==> src/rtl/sound_pkg.sv <==
// Shared types and constants for the sound arbiter: state encoding, mode codes, music sections.
// The GAP state exists only when SOUND_ARB_GAP_EN is defined.
package sound_pkg;

  localparam int ADDR_W = 11;
  localparam int FREQ_W = 16;
  localparam int OFF_W  = 8;

  typedef enum logic [1:0] {
    MODE_HOME  = 2'd0,
    MODE_NAME  = 2'd1,
    MODE_GAME0 = 2'd2,
    MODE_GAME1 = 2'd3
  } mode_e;

`ifdef SOUND_ARB_GAP_EN
  typedef enum logic [1:0] {
    ST_IDLE = 2'd0,
    ST_BGM  = 2'd1,
    ST_SFX  = 2'd2,
    ST_GAP  = 2'd3
  } state_e;
`else
  typedef enum logic [1:0] {
    ST_IDLE = 2'd0,
    ST_BGM  = 2'd1,
    ST_SFX  = 2'd2
  } state_e;
`endif

  // Inclusive ROM address bounds of each background-music section
  localparam logic [ADDR_W-1:0] HOME_START = 11'd552;
  localparam logic [ADDR_W-1:0] HOME_END   = 11'd1111;
  localparam logic [ADDR_W-1:0] NAME_START = 11'd1112;
  localparam logic [ADDR_W-1:0] NAME_END   = 11'd1728;
  localparam logic [ADDR_W-1:0] GAME_START = 11'd0;
  localparam logic [ADDR_W-1:0] GAME_END   = 11'd552;

  function automatic logic [ADDR_W-1:0] sfx_entry(input logic [ADDR_W-1:0] base,
                                                  input logic [ADDR_W-1:0] len,
                                                  input logic [1:0]        id);
    logic [ADDR_W-1:0] id_w;
    id_w = {{(ADDR_W-2){1'b0}}, id};
    return base + len * id_w;
  endfunction

endpackage

==> src/rtl/section_sel.sv <==
// Combinational lookup from operating mode to the start/end ROM addresses of its music section.
module section_sel
  import sound_pkg::*;
(
  input  logic [1:0]        mode_i,
  output logic [ADDR_W-1:0] start_o,
  output logic [ADDR_W-1:0] end_o
);

  always_comb begin
    start_o = GAME_START;
    end_o   = GAME_END;
    case (mode_i)
      MODE_HOME: begin
        start_o = HOME_START;
        end_o   = HOME_END;
      end
      MODE_NAME: begin
        start_o = NAME_START;
        end_o   = NAME_END;
      end
      default: begin
        start_o = GAME_START;
        end_o   = GAME_END;
      end
    endcase
  end

endmodule

==> src/rtl/sound_arbiter.sv <==
// Shares one tone ROM between background music and sound effects; a request interrupts music,
// plays SFX_LEN entries, then resumes. Optional SOUND_ARB_GAP_EN inserts a one-tick silent GAP.
module sound_arbiter
  import sound_pkg::*;
#(
  parameter int unsigned SFX_BASE = 1792,
  parameter int unsigned SFX_LEN  = 64
) (
  input  logic              clk,
  input  logic              clrn,
  input  logic              tick,
  input  logic [1:0]        mode,
  input  logic              sfx_req,
  input  logic [1:0]        sfx_id,
  input  logic [FREQ_W-1:0] rom_freq,
  output logic [ADDR_W-1:0] rom_addr,
  output logic [FREQ_W-1:0] freq,
  output logic              sfx_ack,
  output logic              sfx_busy
);

  localparam logic [ADDR_W-1:0] BASE_A   = ADDR_W'(SFX_BASE);
  localparam logic [ADDR_W-1:0] LEN_A    = ADDR_W'(SFX_LEN);
  localparam logic [OFF_W-1:0]  LAST_OFF = OFF_W'(SFX_LEN - 1);

  state_e            state_q, state_d;
  logic [ADDR_W-1:0] addr_q, addr_d;
  logic [ADDR_W-1:0] save_q, save_d;
  logic [OFF_W-1:0]  off_q, off_d;
  logic [1:0]        mode_q;
  logic              valid_q, valid_d;
  logic              ack_q, ack_d;
  logic              busy_q, busy_d;
  logic              reload;
  logic              mode_chg;
  logic              in_gap;
  logic [ADDR_W-1:0] sec_start;
  logic [ADDR_W-1:0] sec_end;

  section_sel u_section_sel (
    .mode_i  (mode),
    .start_o (sec_start),
    .end_o   (sec_end)
  );

  assign mode_chg = (mode != mode_q);

  always_comb begin
    state_d = state_q;
    addr_d  = addr_q;
    save_d  = save_q;
    off_d   = off_q;
    ack_d   = 1'b0;
    reload  = 1'b0;
    unique case (state_q)
      ST_IDLE: begin
        state_d = ST_BGM;
        addr_d  = sec_start;
        reload  = 1'b1;
      end
      ST_BGM: begin
        // Mode change beats a request; a held request is taken on the following cycle
        if (mode_chg) begin
          addr_d = sec_start;
          reload = 1'b1;
        end else if (sfx_req) begin
          save_d  = addr_q;
          addr_d  = sfx_entry(BASE_A, LEN_A, sfx_id);
          off_d   = '0;
          ack_d   = 1'b1;
          reload  = 1'b1;
          state_d = ST_SFX;
        end else if (tick) begin
          if (addr_q == sec_end) begin
            addr_d = sec_start;
            reload = 1'b1;
          end else begin
            addr_d = addr_q + 1'b1;
          end
        end
      end
      ST_SFX: begin
        if (mode_chg) begin
          save_d = sec_start;
        end
        if (tick) begin
          if (off_q == LAST_OFF) begin
            addr_d = save_d;
            reload = 1'b1;
`ifdef SOUND_ARB_GAP_EN
            state_d = ST_GAP;
`else
            state_d = ST_BGM;
`endif
          end else begin
            addr_d = addr_q + 1'b1;
            off_d  = off_q + 1'b1;
          end
        end
      end
`ifdef SOUND_ARB_GAP_EN
      ST_GAP: begin
        if (mode_chg) begin
          addr_d = sec_start;
          reload = 1'b1;
        end
        if (tick) begin
          state_d = ST_BGM;
        end
      end
`endif
      default: begin
        state_d = ST_IDLE;
      end
    endcase
  end

  always_comb begin
    valid_d = ~reload;
`ifdef SOUND_ARB_GAP_EN
    busy_d  = (state_d == ST_SFX) || (state_d == ST_GAP);
`else
    busy_d  = (state_d == ST_SFX);
`endif
  end

  always_ff @(posedge clk or negedge clrn) begin
    if (!clrn) begin
      state_q <= ST_IDLE;
      addr_q  <= '0;
      save_q  <= '0;
      off_q   <= '0;
      mode_q  <= MODE_HOME;
      valid_q <= 1'b0;
      ack_q   <= 1'b0;
      busy_q  <= 1'b0;
    end else begin
      state_q <= state_d;
      addr_q  <= addr_d;
      save_q  <= save_d;
      off_q   <= off_d;
      mode_q  <= mode;
      valid_q <= valid_d;
      ack_q   <= ack_d;
      busy_q  <= busy_d;
    end
  end

`ifdef SOUND_ARB_GAP_EN
  assign in_gap = (state_q == ST_GAP);
`else
  assign in_gap = 1'b0;
`endif

  // ROM data lags the address by a cycle, so a jump leaves one cycle of stale data to mute
  assign freq     = (valid_q && !in_gap) ? rom_freq : '0;
  assign rom_addr = addr_q;
  assign sfx_ack  = ack_q;
  assign sfx_busy = busy_q;

endmodule

==> config.mk <==
export PLATFORM = sky130hd
export DESIGN_NAME = sound_arbiter
export DESIGN_NICKNAME = d
export VERILOG_FILES = /design/src/rtl/sound_pkg.sv /design/src/rtl/section_sel.sv /design/src/rtl/sound_arbiter.sv
export SDC_FILE = /design/constraint.sdc
export NUM_CORES = 1
export LEC_CHECK = 0
export ABC_CLOCK_PERIOD_IN_PS = 6700
export CORE_ASPECT_RATIO = 1.1
export CORE_UTILIZATION = 40
export DETAILED_ROUTE_END_ITERATION = 10
export SLEW_MARGIN = 15
export SYNTH_ARGS = -nofsm -noshare
export SYNTH_HDL_FRONTEND = slang
export SYNTH_SLANG_ARGS = --single-unit
==> constraint.sdc <==
create_clock -name clk -period 6.7 [get_ports clk]
set_input_delay 1.005 -clock clk [delete_from_list [all_inputs] [get_ports clk]]
set_output_delay 1.005 -clock clk [all_outputs]
set_load 0.01 [all_outputs]
==> flow_summary.yaml <==
cts:
  worstSkewPairLatency_ns: 0.29
  hold_buffers: 0
  cts_root_buf: "clkbuf_8"
  cts_buffers: 5
  clkTransAtPathRegs_ns: 0.08
  postCtsResizedCells: 0
  cts-htree-levels: 2
  max-clock-path-buffers: 2
  clock_sinks: 37
  postCtsSetupBuffers: 0
  cts_tree: "yes"
synthesis:
  synthesis.nets: 368
  ys_async_sr_fraction: 1.00
  ys_ff_latch: 37
  yosysUniqueCellTypes: 61
  synth_cells: 337
  post-synth-top-count-cell: "dfrtp_1"
  syn_area_um2: 2720
  synthTopCellsByArea: "dfrtp_1, o21ai_0, nor2_1"
  yosys_warnings: 0
  ys_top_cells_by_count: "dfrtp_1, nor2_1, o21ai_0"
  yosysSeqAreaShare: 0.340
  yosys.area.top_type: "dfrtp_1"
  synth_ff_type: "dfrtp_1"
  synth_top_area_share: 0.340
  syn_avg_cell_area_um2: 8.08
  synth_edf_count: 0
critical_path:
  critical_path_class: "in2reg"
  cp_max_fo: 19
  crit_required_ns: 6.84
  cp-start-kind: "input port"
  endpoint_kind: "flip-flop"
  crit_arrival_ns: 3.87
route:
  vias_per_cell: 6.06
  drc: 0
  vias: 2793
  routedWlPerCell_um: 17.4
  firstDrtPassIters: 5
  ant_nets: 0
  first_iter_violations: 270
  wl_um: 8040
finish:
  drive_gt1_frac: 0.0501
  n_antenna_cell: 0
  nFillCells: 632
  final_net_count: 409
  area_growth_pct: 24.1
pwr:
  p_per_area_nw_per_um2: 306
  finalPower_mw: 1.03
  ir_drop_mv: 0.220
  leakagePower_nw: 1.35
placed_design:
  hpwl_um: 5740
  io_buffers: 52
  gp_congestion: 0.949
  pre_cts_ws_ns: 2.69
sta:
  drv_slew: 0
  layout_setup_ws_ns: 2.96
  clock-skew-final_ns: 0.00233
  fin_setup_tns_ns: 0
  holdWs_ns: 0.496
  fin_crit_sh: 0.558
  max_slew.worst_pin.slew_ns: 0.919
  setup_viol: 0
  finalHoldViolCount: 0
  fmax_mhz: 268
  relSlewSlack: 0.381
  rsz0062_at_grt: "no"
  final.min_clock_period_ns: 3.74
floorplanning:
  num_rows: 31
  dieArea_um2: 7140
  start_util: 0.413
  die_x_um: 80.6
  ios: 53
  die-height_um: 88.5
  core_area_um2: 6590
worst_hold_path:
  hold_class: "reg2reg"
grt:
  grt-ovfl-total: 0
  grt_pass1_wl_um: 13100
  grt_pass1_vias: 2480
  grt_usage: 0.241
  antenna_found_initial: 0
  grt_max_degree: 38
run:
  drv_cap: 0
status:
  status: "finished clean"
-- registers in the layout (all words and copies together) (netlist names) --
name,flops
state_q,2
sfx_ack,1
valid_q,1
sfx_busy,1
save_q,11
mode_q,2
off_q,8
rom_addr,11
-- cells in the final DEF, fill, tap and decap left out, types with 7 or more instances in the layout --
master,instances
clkdlybuf4s50_1,51
nand2_1,29
a211oi_1,8
a21oi_1,20
ha_1,7
dfrtp_1,37
nand3_1,14
o21ai_0,31
inv_1,11
clkbuf_8,7
and2_1,17
nor2_1,32
-- power by group --
part / switching (mW) / internal (mW)
Clock: 0.0882 / 0.0951
Sequential: 0.0838 / 0.272
Combinational: 0.268 / 0.227
-- path summary, 6_finish.rpt --
path	depth (start not counted)	slack, ns	from	endpoint
max	8	2.96	mode[1]	rom_addr[6]$_DFFE_PN0P_
min	2	0.50	save_q[6]$_DFFE_PN0P_	save_q[6]$_DFFE_PN0P_
max reg2reg	8	3.74	state_q[1]$_DFF_PN0_	off_q[7]$_DFFE_PN0P_
min reg2reg	2	0.50	save_q[6]$_DFFE_PN0P_	save_q[6]$_DFFE_PN0P_
max in group asynchronous	1	5.33	clrn	mode_q[0]$_DFF_PN0_
min in group asynchronous	1	0.81	clrn	rom_addr[4]$_DFFE_PN0P_
-- metal layers --
layer	share of wire	vias up	routed length, um	GRT usage
met4	0.017	0	138	0.0666
met5	0	-	0	0
met3	0.063	15	506	0.0371
met1	0.46	1338	3730	0.355
li1	-	1327	-	-
met2	0.46	113	3660	0.364
-- worst max-delay path, cell delays in order --
cell and delay [ns]:
clkdlybuf4s50_1 0.85, xor2_1 0.32, nor2_1 0.07, buf_4 0.21, a31oi_2 0.71, nand2_1 0.27
a221oi_1 0.28, a221oi_1 0.13
-- through the flow --
stage / instance area (um2) / util / instances
final: 3380 / 0.512 / 461
after global routing: 3380 / 0.512 / 461
after CTS: 3380 / 0.512 / 461
after detailed placement: 3270 / 0.496 / 453
after global placement: 3270 / 0.496 / 453
after floorplan: 2720 / - / 337
-- layout make-up --
class                      count  area, um2  area share
clock buffer                   7       96.3      0.0285
clock inverter                 1       8.76     0.00259
inverter                      11       41.3      0.0122
multi-input combinational    268       1670       0.493
sequential                    37        926       0.274
tap                           82        103      0.0304
timing repair buffer          55        538       0.159
-- cells by family (layout without fill, tap and decap cells) --
| logic type | after synthesis | count (layout) | share of synthesized area |
|---|---|---|---|
| DFF | 37 | 37 | 0.340 |
| adders and majority gates | 7 | 7 | 0.0322 |
| and+or+nand+nor | 131 | 131 | 0.246 |
| AOI/OAI and AO/OA | 117 | 117 | 0.291 |
| muxes | 2 | 2 | 0.00736 |
| xor gates and xnor gates | 11 | 11 | 0.0354 |
| buffers and inverters | 32 | 74 | 0.0478 |
Power figures use the tool's default switching activity.
